--- src/rtl/heston_pkg.sv ---
// rtl/heston_pkg.sv - shared Q8.24 constants, accumulator FSM encoding and saturation helper
package heston_pkg;

  localparam int          Q824_FRAC = 24;
  localparam logic [31:0] Q824_ONE  = 32'h0100_0000;
  localparam logic [31:0] Q824_MAX  = 32'h7FFF_FFFF;
  localparam logic [31:0] Q824_MIN  = 32'h8000_0000;

  typedef enum logic [1:0] {
    IDLE  = 2'd0,
    ACCUM = 2'd1,
    DRAIN = 2'd2,
    DONE  = 2'd3
  } acc_state_e;

  // Plain constants so the state register can stay a bare logic vector
  localparam logic [1:0] ST_IDLE  = IDLE;
  localparam logic [1:0] ST_ACCUM = ACCUM;
  localparam logic [1:0] ST_DRAIN = DRAIN;
  localparam logic [1:0] ST_DONE  = DONE;

  // Clamp a wide signed value into the 32-bit signed Q8.24 range
  function automatic logic [31:0] sat_q824(input logic signed [63:0] v);
    if (v > 64'sd2147483647) begin
      return Q824_MAX;
    end else if (v < -64'sd2147483648) begin
      return Q824_MIN;
    end else begin
      return v[31:0];
    end
  endfunction

endpackage

--- src/rtl/payoff_accumulator_if.sv ---
// rtl/payoff_accumulator_if.sv - run control, sample and result signals of payoff_accumulator; PAYOFF_SUMSQ_EN adds sumsq_out
interface payoff_accumulator_if;

  logic        start;
  logic [31:0] strike;
  logic        is_put;
  logic        in_valid;
  logic        in_ready;
  logic [31:0] s_term;
  logic        out_valid;
  logic        out_ready;
  logic [31:0] sum_out;
  logic [31:0] count_out;
  logic        busy;

`ifdef PAYOFF_SUMSQ_EN
  logic [31:0] sumsq_out;

  modport master (
    output start, strike, is_put, in_valid, s_term, out_ready,
    input  in_ready, out_valid, sum_out, count_out, busy, sumsq_out
  );

  modport slave (
    input  start, strike, is_put, in_valid, s_term, out_ready,
    output in_ready, out_valid, sum_out, count_out, busy, sumsq_out
  );
`else
  modport master (
    output start, strike, is_put, in_valid, s_term, out_ready,
    input  in_ready, out_valid, sum_out, count_out, busy
  );

  modport slave (
    input  start, strike, is_put, in_valid, s_term, out_ready,
    output in_ready, out_valid, sum_out, count_out, busy
  );
`endif

endinterface

--- src/rtl/payoff_q824.sv ---
// rtl/payoff_q824.sv - combinational Q8.24 call/put payoff with positive saturation
module payoff_q824
  import heston_pkg::*;
(
  input  logic [31:0] s_term,
  input  logic [31:0] strike,
  input  logic        is_put,
  output logic [31:0] payoff
);

  logic signed [32:0] s_ext;
  logic signed [32:0] k_ext;
  logic signed [32:0] diff;

  // 33-bit difference cannot wrap; negative clamps to 0, large positive to Q824_MAX
  always_comb begin
    s_ext = {s_term[31], s_term};
    k_ext = {strike[31], strike};
    diff  = is_put ? (k_ext - s_ext) : (s_ext - k_ext);
    if (diff[32]) begin
      payoff = '0;
    end else if (diff[31]) begin
      payoff = Q824_MAX;
    end else begin
      payoff = diff[31:0];
    end
  end

endmodule

--- src/rtl/payoff_accumulator.sv ---
// rtl/payoff_accumulator.sv - accumulates N_PATHS call/put payoffs into a block-scaled sum/count pair; PAYOFF_SUMSQ_EN adds sumsq_out
module payoff_accumulator
  import heston_pkg::*;
#(
  parameter int N_PATHS  = 1024,
  parameter int SCALE_SH = $clog2(N_PATHS),
  parameter int FRAC     = Q824_FRAC
) (
  input logic                 clk,
  input logic                 rst,
  payoff_accumulator_if.slave bus
);

  // One sign bit of headroom over N_PATHS worst-case payoffs, so no overflow check is needed
  localparam int                ACC_W      = 32 + SCALE_SH + 1;
  localparam int                CNT_W      = SCALE_SH + 1;
  localparam logic [CNT_W-1:0]  LAST_IDX   = CNT_W'(N_PATHS - 1);
  localparam logic [63:0]       COUNT_WIDE = (64'(N_PATHS) << FRAC) >> SCALE_SH;
  localparam logic [31:0]       COUNT_VAL  = COUNT_WIDE[31:0];

  logic [1:0]              state_q,     state_d;
  logic [CNT_W-1:0]        cnt_q,       cnt_d;
  logic [31:0]             strike_q,    strike_d;
  logic                    is_put_q,    is_put_d;
  logic                    p1_valid_q,  p1_valid_d;
  logic [31:0]             payoff_q,    payoff_d;
  logic signed [ACC_W-1:0] acc_q,       acc_d;
  logic                    drain_q,     drain_d;
  logic [31:0]             sum_out_q,   sum_out_d;
  logic [31:0]             count_out_q, count_out_d;

  logic [31:0]             payoff_comb;
  logic                    in_fire;
  logic signed [ACC_W-1:0] acc_shifted;

`ifdef PAYOFF_SUMSQ_EN
  localparam int           SQ_TERM_W = 64 - FRAC;
  localparam int           SQ_W      = SQ_TERM_W + SCALE_SH + 1;

  logic [63:0]             sq_full;
  logic [SQ_TERM_W-1:0]    sq_term;
  logic signed [SQ_W-1:0]  sumsq_acc_q, sumsq_acc_d;
  logic signed [SQ_W-1:0]  sumsq_shifted;
  logic [31:0]             sumsq_out_q, sumsq_out_d;
`endif

  payoff_q824 u_payoff (
    .s_term (bus.s_term),
    .strike (strike_q),
    .is_put (is_put_q),
    .payoff (payoff_comb)
  );

  // Next-state: run control, stage 1 (payoff register), stage 2 (accumulate), output formation
  always_comb begin
    state_d     = state_q;
    cnt_d       = cnt_q;
    strike_d    = strike_q;
    is_put_d    = is_put_q;
    drain_d     = drain_q;
    sum_out_d   = sum_out_q;
    count_out_d = count_out_q;

    in_fire     = (state_q == ST_ACCUM) && bus.in_valid;
    p1_valid_d  = in_fire;
    payoff_d    = in_fire ? payoff_comb : payoff_q;
    acc_d       = p1_valid_q ? (acc_q + $signed({{(ACC_W-32){1'b0}}, payoff_q})) : acc_q;
    acc_shifted = acc_q >>> SCALE_SH;

`ifdef PAYOFF_SUMSQ_EN
    sq_full       = 64'(payoff_q) * 64'(payoff_q);
    sq_term       = SQ_TERM_W'(sq_full >> FRAC);
    sumsq_acc_d   = p1_valid_q ? (sumsq_acc_q + $signed({{(SQ_W-SQ_TERM_W){1'b0}}, sq_term}))
                               : sumsq_acc_q;
    sumsq_shifted = sumsq_acc_q >>> SCALE_SH;
    sumsq_out_d   = sumsq_out_q;
`endif

    case (state_q)
      ST_IDLE: begin
        if (bus.start) begin
          state_d  = ST_ACCUM;
          cnt_d    = '0;
          acc_d    = '0;
          strike_d = bus.strike;
          is_put_d = bus.is_put;
`ifdef PAYOFF_SUMSQ_EN
          sumsq_acc_d = '0;
`endif
        end
      end
      ST_ACCUM: begin
        if (in_fire) begin
          cnt_d = cnt_q + CNT_W'(1);
          if (cnt_q == LAST_IDX) begin
            state_d = ST_DRAIN;
            drain_d = 1'b0;
          end
        end
      end
      ST_DRAIN: begin
        // First cycle flushes the payoff stage, second the accumulate stage
        drain_d = 1'b1;
        if (drain_q) begin
          state_d     = ST_DONE;
          sum_out_d   = sat_q824({{(64-ACC_W){acc_shifted[ACC_W-1]}}, acc_shifted});
          count_out_d = COUNT_VAL;
`ifdef PAYOFF_SUMSQ_EN
          sumsq_out_d = sat_q824({{(64-SQ_W){sumsq_shifted[SQ_W-1]}}, sumsq_shifted});
`endif
        end
      end
      ST_DONE: begin
        if (bus.out_ready) begin
          state_d = ST_IDLE;
        end
      end
      default: begin
        state_d = ST_IDLE;
      end
    endcase
  end

  // State registers with synchronous reset; reset abandons any run in flight
  always_ff @(posedge clk) begin
    if (rst) begin
      state_q     <= ST_IDLE;
      cnt_q       <= '0;
      strike_q    <= '0;
      is_put_q    <= 1'b0;
      p1_valid_q  <= 1'b0;
      payoff_q    <= '0;
      acc_q       <= '0;
      drain_q     <= 1'b0;
      sum_out_q   <= '0;
      count_out_q <= '0;
`ifdef PAYOFF_SUMSQ_EN
      sumsq_acc_q <= '0;
      sumsq_out_q <= '0;
`endif
    end else begin
      state_q     <= state_d;
      cnt_q       <= cnt_d;
      strike_q    <= strike_d;
      is_put_q    <= is_put_d;
      p1_valid_q  <= p1_valid_d;
      payoff_q    <= payoff_d;
      acc_q       <= acc_d;
      drain_q     <= drain_d;
      sum_out_q   <= sum_out_d;
      count_out_q <= count_out_d;
`ifdef PAYOFF_SUMSQ_EN
      sumsq_acc_q <= sumsq_acc_d;
      sumsq_out_q <= sumsq_out_d;
`endif
    end
  end

  assign bus.in_ready  = (state_q == ST_ACCUM);
  assign bus.out_valid = (state_q == ST_DONE);
  assign bus.busy      = (state_q != ST_IDLE);
  assign bus.sum_out   = sum_out_q;
  assign bus.count_out = count_out_q;
`ifdef PAYOFF_SUMSQ_EN
  assign bus.sumsq_out = sumsq_out_q;
`endif

endmodule

--- src/flat_wrapper.sv ---
// flat-port wrapper written by rule: the top's interface ports become plain ports
module payoff_accumulator_flat import heston_pkg::*;
#(
  parameter int N_PATHS  = 1024,
  parameter int SCALE_SH = $clog2(N_PATHS),
  parameter int FRAC     = Q824_FRAC
)
  (clk, rst, bus_start, bus_strike, bus_is_put, bus_in_valid, bus_s_term, bus_out_ready, bus_in_ready, bus_out_valid, bus_sum_out, bus_count_out, bus_busy);
  payoff_accumulator_if bus_i ();
  input logic clk;
  input logic rst;
  input wire logic [$bits(bus_i.start)-1:0] bus_start;
  input wire logic [$bits(bus_i.strike)-1:0] bus_strike;
  input wire logic [$bits(bus_i.is_put)-1:0] bus_is_put;
  input wire logic [$bits(bus_i.in_valid)-1:0] bus_in_valid;
  input wire logic [$bits(bus_i.s_term)-1:0] bus_s_term;
  input wire logic [$bits(bus_i.out_ready)-1:0] bus_out_ready;
  output wire logic [$bits(bus_i.in_ready)-1:0] bus_in_ready;
  output wire logic [$bits(bus_i.out_valid)-1:0] bus_out_valid;
  output wire logic [$bits(bus_i.sum_out)-1:0] bus_sum_out;
  output wire logic [$bits(bus_i.count_out)-1:0] bus_count_out;
  output wire logic [$bits(bus_i.busy)-1:0] bus_busy;
  assign bus_i.start = bus_start;
  assign bus_i.strike = bus_strike;
  assign bus_i.is_put = bus_is_put;
  assign bus_i.in_valid = bus_in_valid;
  assign bus_i.s_term = bus_s_term;
  assign bus_i.out_ready = bus_out_ready;
  assign bus_in_ready = bus_i.in_ready;
  assign bus_out_valid = bus_i.out_valid;
  assign bus_sum_out = bus_i.sum_out;
  assign bus_count_out = bus_i.count_out;
  assign bus_busy = bus_i.busy;
  payoff_accumulator #(.N_PATHS(N_PATHS), .SCALE_SH(SCALE_SH), .FRAC(FRAC)) u_core (.clk(clk), .rst(rst), .bus(bus_i));
endmodule
--- config.mk ---
export PLATFORM = sky130hd
export DESIGN_NAME = payoff_accumulator_flat
export DESIGN_NICKNAME = d
export VERILOG_FILES = /design/src/rtl/heston_pkg.sv /design/src/rtl/payoff_accumulator_if.sv /design/src/rtl/payoff_q824.sv /design/src/rtl/payoff_accumulator.sv /design/src/flat_wrapper.sv
export SDC_FILE = /design/constraint.sdc
export NUM_CORES = 1
export LEC_CHECK = 0
export BUFFER_PORTS_ARGS = -buffer_cell sky130_fd_sc_hd__buf_2
export CAP_MARGIN = 10
export CORE_MARGIN = 2
export CORE_UTILIZATION = 37
export CTS_CLUSTER_DIAMETER = 80
export CTS_CLUSTER_SIZE = 40
export DETAILED_ROUTE_END_ITERATION = 10
export PLACE_DENSITY_LB_ADDON = 0.05
export SETUP_SLACK_MARGIN = 0.1
export SLEW_MARGIN = 25
export SYNTH_ARGS = -nofsm -noshare
export SYNTH_HDL_FRONTEND = slang
export SYNTH_SLANG_ARGS = --single-unit
--- constraint.sdc ---
create_clock -name clk -period 3.1 [get_ports clk]
set_input_delay 0.31 -clock clk [delete_from_list [all_inputs] [get_ports clk]]
set_output_delay 0.31 -clock clk [all_outputs]
set_load 0.05 [all_outputs]
Yosys cells after proc, flatten, opt, wreduce, memory -nomap -nowiden:

Cells that the tools add are included.

* register bits: 156
* bits in latches: 0
* memory bits (writable): 0
* bits in read-only memories: 0
* input port bits: 70
* output and inout bits: 67
* logic and storage cells: 55
* memories kept: 0

* add/subtract/negate cells: 4
* $mul: 0
* div/mod/pow operators: 0
* order comparisons: 2
* eq/ne operators: 9
* shift operators: 0
* muxes and demuxes: 20
* bitwise gates (word level): 0
* reductions and logical operators: 10

Operator list (number)
* $mux W43: 3
* $sub A32 B32 Y33: 2
* $mux W32: 2
* $mux W31: 2
* $add A43 B33 Y43: 1
* $gt A33 B32 Y1 const B: 1
* $lt A33 B32 Y1 const B: 1
* $mux W33: 1
* $mux W11: 2
* $pmux W11 S2: 1
* $add A11 B1 Y11 const B: 1
* $eq A11 B10 Y1 const B: 1
* $mux W2: 5
* $pmux W2 S4: 1
* $ne A2 B1 Y1 const B: 3
* $reduce_and A3 Y1: 2
* $reduce_bool A2 Y1: 3
* $reduce_and A5 Y1: 1
* $eq A2 B2 Y1 const B: 2
* $ne A2 B2 Y1 const B: 2
* $reduce_and A2 Y1: 2
* $eq A2 B1 Y1 const B: 1
* $logic_not A2 Y1: 1
* $mux W1: 2
* 2 further kinds: 2

Depth between registers and ports, before layout:

Gate-level depths: netlist (run 1).

* depth after elaboration: 4
* mapped depth: 14
* depth with buffers taken out: 12

By module:

A second synthesis (run 1) with hierarchy kept.

* cells, all modules: 1608
* area, all modules: 11883.9 um^2

Modules (own cells, without submodules)
* payoff_accumulator: times used 1, cells each 1008, area each 7876.3 um^2, sequential area each 3123.0 um^2
* payoff_q824: times used 1, cells each 600, area each 4007.6 um^2, sequential area each 0.0 um^2

Least setup slack after synthesis (run 1):

OpenSTA, ideal clock, no wires.

* path type: input to register
* start: input bus_s_term[0]
* end: register u_core.payoff_q[0]
* setup time: 0.117 ns
* data arrival time: 2.598 ns
* required time: 2.983 ns
* setup slack: 0.385 ns
* cell stages on the path: 13
* path buffers: 1
* cells stage by stage: inv_1 > ha_1 > fa_1 > nand2b_1 > a21oi_1 > o211ai_1 > a311oi_1 > a41oi_2 > o22ai_2 > xor2_2 > nor3_4 > buf_6 > a22o_1

* word-level cells in the longest chain between the ends: 4
* elaborated cells on any way between the ends: 5
* those cells by class: add/sub: 2; mux: 3

Ends and longest elaborated chain
* start: declaration: line flat_wrapper.sv:16 `input wire logic [$bits(bus_i.s_term)-1:0] bus_s_term;`
* $sub A32 B32 Y33: line payoff_q824.sv:19 `diff = is_put ? (k_ext - s_ext) : (s_ext - k_ext);`
* $mux W33 *: line payoff_q824.sv:19
* $mux W31: line payoff_q824.sv:22 `end else if (diff[31]) begin`
* $mux W31 *: line payoff_q824.sv:20 `if (diff[32]) begin`
* end signal: assignment: line payoff_accumulator.sv:147 `payoff_q <= payoff_d;`
* end: declaration: line payoff_accumulator.sv:26 `logic [31:0] payoff_q, payoff_d;`

Mark *: on every way between the ends. The rest lies on a longest branch, timed or not.
A chain may end at the register's enable or synchronous reset.

Worst setup path after layout (run 1):

* start: register u_core.strike_q[0]
* end: register u_core.payoff_q[22]

* word-level cells in the longest chain between the ends: 4
* elaborated cells on any way between the ends: 5
* those cells by class: add/sub: 2; mux: 3

Ends and longest elaborated chain
* start: declaration: line payoff_accumulator.sv:23 `logic [31:0] strike_q, strike_d;`
* start signal: assignment: line payoff_accumulator.sv:144 `strike_q <= strike_d;`
* $sub A32 B32 Y33: line payoff_q824.sv:19
* $mux W33 *: line payoff_q824.sv:19
* $mux W31: line payoff_q824.sv:22
* $mux W31 *: line payoff_q824.sv:20

Marks and branches as above.

==> impl_metrics.env, run 1 <==
export IMPL_fp_dieW_um=180
export IMPL_final_min_clock_period_ps=3020
export IMPL_rsz0062_at_grt="true"
export IMPL_synth_avg_cell_area_sq_um=7.54
export IMPL_cts_max_level=4
export IMPL_arrival_ps=3360
export IMPL_place_congestion=0.883
export IMPL_pre_cts_ws_ps=-631
export IMPL_cts_path_max_buffers=2
export IMPL_seq_area_frac_synth=0.270
export IMPL_start_util=0.375
export IMPL_critical_path_class="reg2reg"
export IMPL_synth_edff_count=0
export IMPL_core_area_sq_um=30600
export IMPL_hold_path_end="u_core.strike_q[13]"
export IMPL_grt_use_met3=0.0259
export IMPL_antenna_found_initial=0
export IMPL_critPathSlowestCell="dfxtp_4"
export IMPL_dp_cells=2083
export IMPL_syn_area_sq_um=11500
export IMPL_r2r_end="u_core.payoff_q[22]"
export IMPL_hold_depth=3
export IMPL_final_layout_size_suffix_gt1_frac=0.221
export IMPL_io_buffers=105
export IMPL_cts_tree="done"
export IMPL_grt_start_max_net_pins=42
export IMPL_worstSkewPairLatency_ps=450
export IMPL_grt_pass1_vias=10400
export IMPL_synthTopCellsByCount="a21oi_1 (182), nand2_1 (181), nor2_1 (156)"
export IMPL_fillers=3084
export IMPL_cts_hold_buf=0
export IMPL_wl_per_cell_um=15.5
export IMPL_synth_cells=1523
export IMPL_area_delta_synth_final_pct=24.9
export IMPL_ir_drop_uv=456
export IMPL_drc=0
export IMPL_busiest_layer="met2"
export IMPL_dr_pass1_iters=5
export IMPL_p_leak_uw=0.00618
export IMPL_ios=137
export IMPL_yosys_area_top_type="dfxtp_1"
export IMPL_synthTopCellsByArea="dfxtp_1 (27%), ha_1 (11%), a21oi_1 (7.9%)"
export IMPL_hold_start="bus_strike[13]"
export IMPL_cp_required_ps=3440
export IMPL_reg2reg_slack_ps=80
export IMPL_die_h_um=180
export IMPL_grt_overflow_total=0
export IMPL_clock_skew_ps=10.6
export IMPL_grt_pass1_wl_um=54600
export IMPL_use_met2=0.332
export IMPL_synth_flop_cell="dfxtp_1"
export IMPL_cts_clk_slew_worst_paths_ps=70
export IMPL_endpoint_kind="register"
export IMPL_post_route_period_util=0.973
export IMPL_drv_slew=0
export IMPL_setup_tns_ps=0
export IMPL_synth_distinct_cells=84
export IMPL_r2r_start="u_core.strike_q[0]"
export IMPL_crit_path_max_fanout=7
export IMPL_numCtsBuffers=17
export IMPL_yosysMostFrequentCell="a21oi_1"
export IMPL_totalPowerFinal_uw=8820
export IMPL_vias_per_cell=5.12
export IMPL_drv_cap=0
export IMPL_critPathMaxStageDelay_ps=360
export IMPL_ff2ff_path_depth=13
export IMPL_grtUsageTotal=0.203
export IMPL_synth_top_cell_area_share=0.270
export IMPL_async_flop_share=0
export IMPL_ys_seq_elements=155
export IMPL_use_met1=0.283
export IMPL_num_antenna_cells=0
export IMPL_fmax_ghz=0.331
export IMPL_dieArea_sq_um=32500
export IMPL_power_density_nw_per_um2=615
export IMPL_slew_headroom=0.518
export IMPL_outcome="complete, no violations"
export IMPL_clock_tree_root_cell="clkbuf_16"
export IMPL_yosysWarnings=0
export IMPL_cts_sinks=155
export IMPL_dp_hpwl_um=24900
export IMPL_rows=64
export IMPL_vias=10900
export IMPL_start_kind="register"
export IMPL_setup_viol=0
export IMPL_worstPathCellList="ha_4 -> fa_2 -> nand2b_4 -> a21oi_2 -> o211ai_1 -> a311oi_2 -> a41oi_2 -> o22ai_4 -> xor2_4 -> buf_6 -> nor3_4 -> clkbuf_16 -> a22o_1"
export IMPL_wl_um=33100
export IMPL_stdcell_count=2135
export IMPL_hold_class="in2reg"
export IMPL_num_nets_final=1899
export IMPL_setup_slack_ps=82.7
export IMPL_drt_antenna_violating_nets=0
export IMPL_hold_violations=0
export IMPL_tightest_slew_ps=723
export IMPL_drt_iter0_drc=565
[cells in the final DEF (no fill, tap or decap), types with 10 or more instances in the layout]
cell	instances
o21ai_0	114
o211ai_1	15
nand4_1	28
nand2_1	175
conb_1	31
or3_1	12
a211oi_1	13
xnor2_1	39
a21o_1	23
o21bai_1	10
nor2b_1	11
buf_2	105
nand3_1	18
a22o_1	30
xor2_1	26
dfxtp_1	148
mux2i_1	22
buf_4	150
clkbuf_16	19
nor2_1	155
ha_1	88
and3_1	10
a21oi_1	178
nor3_1	14
a31oi_1	10
inv_1	84
[critical path, delay by kind of cell (launching register included)]
kind                       cells  cell delay, ps
AOI/OAI and AO/OA              6            1280
adders and majority gates      2             510
DFF                            1             360
buffers and inverters          2             340
xor gates and xnor gates       1             230
and+or+nand+nor                2             210
[worst max-delay path by stage]
| stage | from | end | slack, ps | cells past startpoint |
|---|---|---|---|---|
| after detailed placement | bus_s_term[0] | u_core.payoff_q[27] | -630 | 13 |
| after global placement | bus_s_term[0] | u_core.payoff_q[1] | -590 | 13 |
| after CTS | u_core.strike_q[11] | u_core.payoff_q[14] | 20 | 13 |
| after floorplan | bus_s_term[0] | u_core.payoff_q[0] | 380 | 13 |
| final | u_core.strike_q[0] | u_core.payoff_q[22] | 80 | 13 |
| after global routing | u_core.strike_q[10] | u_core.payoff_q[26] | -40 | 14 |
[per-stage QoR]
| stage | area [sq um] | utilization | hold slack (ps) |
|---|---|---|---|
| after floorplan | 11600 | - | 424 |
| after global placement | 13100 | 0.428 | 444 |
| after detailed placement | 13100 | 0.428 | 452 |
| after CTS | 14000 | 0.458 | 73.8 |
| after global routing | 14300 | 0.469 | 88.9 |
| final | 14300 | 0.469 | 85.3 |
[state kept, by name (all words and copies together) (netlist names)]
name and cells:
u_core.acc_q 43, u_core.strike_q 32, u_core.is_put_q 1, u_core.state_q 2
u_core.bus.count_out 1, u_core.drain_q 1, u_core.cnt_q 11, u_core.p1_valid_q 1
u_core.bus.sum_out 32, u_core.payoff_q 31
[power by group]
| part | switching, uW | internal, uW | total (uW) |
|---|---|---|---|
| logic | 2400 | 1830 | 4230 |
| registers | 158 | 2180 | 2340 |
| clock network | 957 | 1300 | 2260 |
| total | 3520 | 5300 | 8820 |
[area by class of cell]
| class | instances | area (sq um) | share of cell area |
|---|---|---|---|
| inverter | 84 | 315 | 0.0220 |
| sequential | 155 | 3110 | 0.217 |
| tap | 396 | 495 | 0.0345 |
| clock buffer | 20 | 447 | 0.0311 |
| clock inverter | 12 | 165 | 0.0115 |
| timing repair buffer | 270 | 1890 | 0.132 |
| multi-input combinational | 1198 | 7920 | 0.552 |
[metal layers]
layer / wire, um / part of all wire
met2: 15000 / 0.45
met1: 16600 / 0.50
met4: 405 / 0.012
met3: 1110 / 0.034
met5: 0 / 0
[repair_timing]
action,4_1_cts,5_1_grt
pin swaps,17,39
resized for setup,30,59
setup endpoints to repair,30,49
setup buffers,10,8
gates cloned,3,2
[logic make-up (layout without fill, tap and decap cells)]
logic type               count (synthesis)  in the layout  synth area share
AO/OA/AOI/OAI                          490            490             0.267
AND/OR/NAND/NOR                        482            483             0.190
buffers and inverters                  201            386            0.0851
flip-flops                             155            155             0.270
adder cells (fa/ha/maj)                103            103             0.114
XOR/XNOR                                68             68            0.0532
multiplexers                            23             23            0.0202
other                                    1             31          0.000327
(Power assumes the default switching activity.)
==> inputs of run 2 (changes only) <==
Settings changed: MAX_ROUTING_LAYER from default to met4.
==> impl_metrics.env, run 2 (same netlist as run 1, synthesis figures left out) <==
export IMPL_outcome="complete, no violations"
export IMPL_clock_tree_root_cell="clkbuf_16"
export IMPL_final_cell_mix="a21oi_1 (178), nand2_1 (164), nor2_1 (156)"
export IMPL_internal_power_uw=5060
export IMPL_cts_max_level=4
export IMPL_worstSkewPairLatency_ps=450
export IMPL_grt_pass1_wl_um=54600
export IMPL_grt_pass1_vias=10600
export IMPL_mostFrequentLayoutCell="a21oi_1"
export IMPL_rows=64
export IMPL_drv_cap=0
export IMPL_tightest_slew_ps=802
export IMPL_start_kind="register"
export IMPL_stdcell_count=2138
export IMPL_fmax_ghz=0.334
export IMPL_vias=11000
export IMPL_crit_path_max_fanout=6
export IMPL_hold_path_end="u_core.strike_q[11]"
export IMPL_r2r_start="u_core.strike_q[11]"
export IMPL_slew_headroom=0.465
export IMPL_p_comb_frac=0.478
export IMPL_ir_drop_uv=425
export IMPL_drv_slew=0
export IMPL_post_route_period_util=0.965
export IMPL_power_switching_uw=3550
export IMPL_reg2reg_slack_ps=110
export IMPL_holdWs_ps=85.5
export IMPL_core_area_sq_um=30600
export IMPL_cts_clk_slew_worst_paths_ps=70
export IMPL_antenna_found_initial=0
export IMPL_vias_per_cell=5.16
export IMPL_clock_skew_ps=12.2
export IMPL_multi_input_area_sq_um=7990
export IMPL_pwr_share_seq=0.271
export IMPL_largest_reg_flops=43
export IMPL_sw_frac_of_total=0.412
export IMPL_drc=0
export IMPL_dieArea_sq_um=32500
export IMPL_numCtsBuffers=17
export IMPL_place_congestion=0.876
export IMPL_grt_start_max_net_pins=47
export IMPL_dp_hpwl_um=25000
export IMPL_grt_overflow_total=0
export IMPL_endpoint_kind="register"
export IMPL_start_util=0.375
export IMPL_cts_tree="done"
export IMPL_r2r_end="u_core.payoff_q[10]"
export IMPL_hold_violations=0
export IMPL_hold_depth=3
export IMPL_drt_iter0_drc=586
export IMPL_fillers=3109
export IMPL_setup_viol=0
export IMPL_rsz0062_at_grt="true"
export IMPL_io_buffers=105
export IMPL_drt_antenna_violating_nets=0
export IMPL_ios=137
export IMPL_dr_pass1_iters=5
export IMPL_final_min_clock_period_ps=2990
export IMPL_arrival_ps=3330
export IMPL_num_antenna_cells=0
export IMPL_hold_start="bus_strike[11]"
export IMPL_wl_per_cell_um=15.5
export IMPL_power_density_nw_per_um2=599
export IMPL_cp_required_ps=3440
export IMPL_ff2ff_path_depth=13
export IMPL_critical_path_class="reg2reg"
export IMPL_die_h_um=180
export IMPL_final_layout_size_suffix_gt1_frac=0.235
export IMPL_p_leak_uw=0.00615
export IMPL_p_clk_frac=0.251
export IMPL_dp_cells=2082
export IMPL_cts_hold_buf=0
export IMPL_grtUsageTotal=0.208
export IMPL_area_delta_synth_final_pct=25.1
export IMPL_cts_sinks=155
export IMPL_top_register="u_core.acc_q"
export IMPL_wl_um=33100
export IMPL_num_nets_final=1902
export IMPL_hold_class="in2reg"
export IMPL_fp_dieW_um=180
export IMPL_ff_latch_area_sq_um=3120
export IMPL_cts_path_max_buffers=2
==> run 2: area by class of cell <==
class,instances,share of cell area
Inverter,84,0.0219
Sequential cell,155,0.217
Timing Repair Buffer,272,0.129
Multi-Input combinational cell,1199,0.556
Tap cell,396,0.0345
Clock buffer,17,0.0296
Clock inverter,15,0.0120
==> run 2: how the worst max path moves through the flow <==
stage,slack [ps],to,cells past startpoint,startpoint
6_report,110,u_core.payoff_q[10],13,u_core.strike_q[11]
5_1_grt,30,u_core.payoff_q[14],13,u_core.strike_q[11]
4_1_cts,100,u_core.payoff_q[21],13,u_core.strike_q[0]
3_5_place_dp,-670,u_core.payoff_q[27],13,bus_s_term[0]
3_3_place_gp,-650,u_core.payoff_q[3],13,bus_s_term[0]
2_1_floorplan,380,u_core.payoff_q[0],13,bus_s_term[0]
==> run 2: repair_timing <==
action | in CTS | in global routing
setup endpoints to repair | 31 | 47
cloned | 3 | 4
buffers inserted | 9 | 8
pin swaps | 18 | 66
gates resized for setup | 35 | 80
==> run 2: through the flow <==
| step | setup slack [ps] | TNS, ps | util | area, sq um | total power (uW) |
|---|---|---|---|---|---|
| 6_report | 109 | 0 | 0.470 | 14400 | 8610 |
| 5_1_grt | 31.8 | 0 | 0.470 | 14400 | 9190 |
| 4_1_cts | 95.8 | 0 | 0.455 | 13900 | 8380 |
| 3_5_place_dp | -669 | -19870 | 0.427 | 13100 | 5970 |
| 3_3_place_gp | -655 | -19570 | 0.427 | 13100 | 5970 |
| 2_1_floorplan | 385 | 0 | - | 11600 | 4840 |
==> run 2: power by group through the flow <==
| stage | clock, uW | sequential [uW] | combinational, uW |
|---|---|---|---|
| 6_report | 2160 | 2330 | 4120 |
| 2_1_floorplan | 0 | 2330 | 2510 |
| 3_3_place_gp | 0 | 2360 | 3600 |
| 5_1_grt | 2300 | 2360 | 4530 |
| 4_1_cts | 2220 | 2320 | 3830 |
| 3_5_place_dp | 0 | 2370 | 3600 |
==> run 2: critical path: stages, from the launching register on <==
cell	delay [ps]
dfxtp_4	360
ha_4	160
buf_6	110
a211o_1	320
a211oi_2	290
nand3_1	110
o211ai_1	300
o41ai_2	90
buf_4	160
a21oi_4	230
xor2_4	320
buf_6	190
nand2_1	50
a22o_1	180
==> run 2: routing by layer <==
layer	wire length, um	global-route usage	up-vias
met5	0	-	-
met4	362	0.0458	0
met3	1050	0.0309	25
met2	15300	0.338	190
met1	16400	0.275	5089
li1	-	-	5737
==> inputs of run 3 (changes only) <==
Settings changed: CORE_ASPECT_RATIO from default to 1.1, HOLD_SLACK_MARGIN from default to 0.12.
==> impl_metrics.env, run 3 (same netlist as run 1, synthesis figures left out) <==
export IMPL_fp_dieW_um=172
export IMPL_grt_start_max_net_pins=44
export IMPL_stdcell_count=2087
export IMPL_drv_cap=0
export IMPL_crit_path_max_fanout=7
export IMPL_critPathSlowestCell="dfxtp_2"
export IMPL_hold_path_end="u_core.cnt_q[1]"
export IMPL_ff2ff_path_depth=13
export IMPL_fillers=3190
export IMPL_hold_violations=0
export IMPL_top_register="u_core.acc_q"
export IMPL_drt_iter0_drc=451
export IMPL_hold_depth=3
export IMPL_wl_um=31800
export IMPL_drt_antenna_violating_nets=0
export IMPL_die_h_um=189
export IMPL_rsz0062_at_grt="true"
export IMPL_final_cell_mix="nand2_1 (181), a21oi_1 (174), nor2_1 (155)"
export IMPL_ir_drop_uv=356
export IMPL_hold_class="in2reg"
export IMPL_vias_per_cell=5.10
export IMPL_critPathTopFamily="compound AO/OA/AOI/OAI gates"
export IMPL_cts_max_level=4
export IMPL_ios=137
export IMPL_area_delta_synth_final_pct=20.0
export IMPL_largest_reg_flops=43
export IMPL_p_leak_uw=0.00579
export IMPL_dp_hpwl_um=24300
export IMPL_setup_viol=0
export IMPL_outcome="complete, no violations"
export IMPL_grtUsageTotal=0.202
export IMPL_cts_sinks=155
export IMPL_wl_per_cell_um=15.2
export IMPL_cts_path_max_buffers=2
export IMPL_arrival_ps=3250
export IMPL_num_antenna_cells=0
export IMPL_grt_pass1_vias=10200
export IMPL_cp_required_ps=3420
export IMPL_final_layout_size_suffix_gt1_frac=0.164
export IMPL_dr_pass1_iters=5
export IMPL_antenna_found_initial=0
export IMPL_post_route_period_util=0.947
export IMPL_clock_skew_ps=16.8
export IMPL_grt_pass1_wl_um=51600
export IMPL_mostFrequentLayoutCell="nand2_1"
export IMPL_r2r_end="u_core.payoff_q[18]"
export IMPL_worstSkewPairLatency_ps=430
export IMPL_clock_tree_root_cell="clkbuf_16"
export IMPL_core_area_sq_um=30500
export IMPL_critical_path_class="reg2reg"
export IMPL_rows=67
export IMPL_cts_tree="done"
export IMPL_dieArea_sq_um=32500
export IMPL_power_density_nw_per_um2=604
export IMPL_fmax_ghz=0.341
export IMPL_r2r_start="u_core.strike_q[12]"
export IMPL_dp_cells=2015
export IMPL_final_min_clock_period_ps=2930
export IMPL_drc=0
export IMPL_tightest_slew_ps=789
export IMPL_reg2reg_slack_ps=170
export IMPL_io_buffers=105
export IMPL_path_buf_inv=3
export IMPL_drv_slew=0
export IMPL_cts_clk_slew_worst_paths_ps=70
export IMPL_slew_headroom=0.474
export IMPL_totalPowerFinal_uw=8320
export IMPL_hold_start="bus_in_valid"
export IMPL_numCtsBuffers=17
export IMPL_start_kind="register"
export IMPL_place_congestion=0.882
export IMPL_endpoint_kind="register"
export IMPL_vias=10600
export IMPL_holdWs_ps=211
export IMPL_num_nets_final=1834
export IMPL_grt_overflow_total=0
export IMPL_setup_tns_ps=0
export IMPL_worstPathCellList="ha_4 -> a211o_1 -> a211oi_4 -> nand3_1 -> o211ai_1 -> o41ai_2 -> buf_4 -> a21oi_4 -> xor2_4 -> buf_12 -> clkbuf_16 -> nand2_1 -> a22o_1"
export IMPL_critPathMaxStageDelay_ps=370
export IMPL_start_util=0.376
-- run 3: cell count changes in the layout (fill, tap and decap cells not counted), moves of 4 or more --
cell	delta
a211oi_2	-4
a21oi_1	-4
buf_4	-87
buf_6	-16
dlygate4sd3_1	+33
ha_1	+6
ha_4	-7
inv_8	-4
nand2_1	+17
nand2_2	-17
-- run 3: power by group --
part	internal (uW)	leakage (uW)	switching (uW)
Combinational	1500	0.00424	2220
Sequential	2180	0.00126	158
Clock	1350	0.000293	918
-- run 3: stage by stage --
stage	instance area, sq um	utilization	setup slack [ps]
floorplan	11600	-	385
CTS	13400	0.439	104
detailed placement	12500	0.408	1.21
global route	13800	0.452	23.5
finish	13800	0.452	165
global placement	12500	0.408	-8.14
-- run 3: repair_timing --
action | CTS | global route
setup buffers | 0 | 5
resized for setup | 0 | 55
hold buffers | 33 | 0
hold endpoints to repair | 33 | 0
endpoints found under the setup margin | 0 | 49
-- run 3: worst max-delay path by stage --
stage,start,endpoint,cells past startpoint
2_1_floorplan,bus_s_term[0],u_core.payoff_q[0],13
3_3_place_gp,bus_s_term[0],u_core.payoff_q[26],13
3_5_place_dp,bus_s_term[1],u_core.payoff_q[18],13
4_1_cts,u_core.strike_q[0],u_core.payoff_q[3],12
5_1_grt,u_core.strike_q[11],u_core.payoff_q[30],12
6_report,u_core.strike_q[12],u_core.payoff_q[18],13
-- run 3: tightest hold or removal path, delay by kind of cell --
kind	cells	cell delay [ps]
compound gates	1	50
buf+inv	1	130
simple gates	1	90
-- run 3: routing by layer --
metal | vias up | wire length, um | track usage
li1 | 5571 | - | -
met1 | 4875 | 15400 | 0.264
met2 | 173 | 15200 | 0.332
met3 | 28 | 767 | 0.0223
met4 | 0 | 401 | 0.0495
met5 | - | 0 | -
-- run 3: final cells by class --
cell class / count / area [sq um] / area share
clock buffer: 18 / 429 / 0.0311
clock inverter: 13 / 191 / 0.0139
multi-input combinational: 1197 / 7770 / 0.564
inverter: 84 / 315 / 0.0229
sequential: 155 / 3110 / 0.226
timing repair buffer: 206 / 1450 / 0.105
tap: 414 / 518 / 0.0376
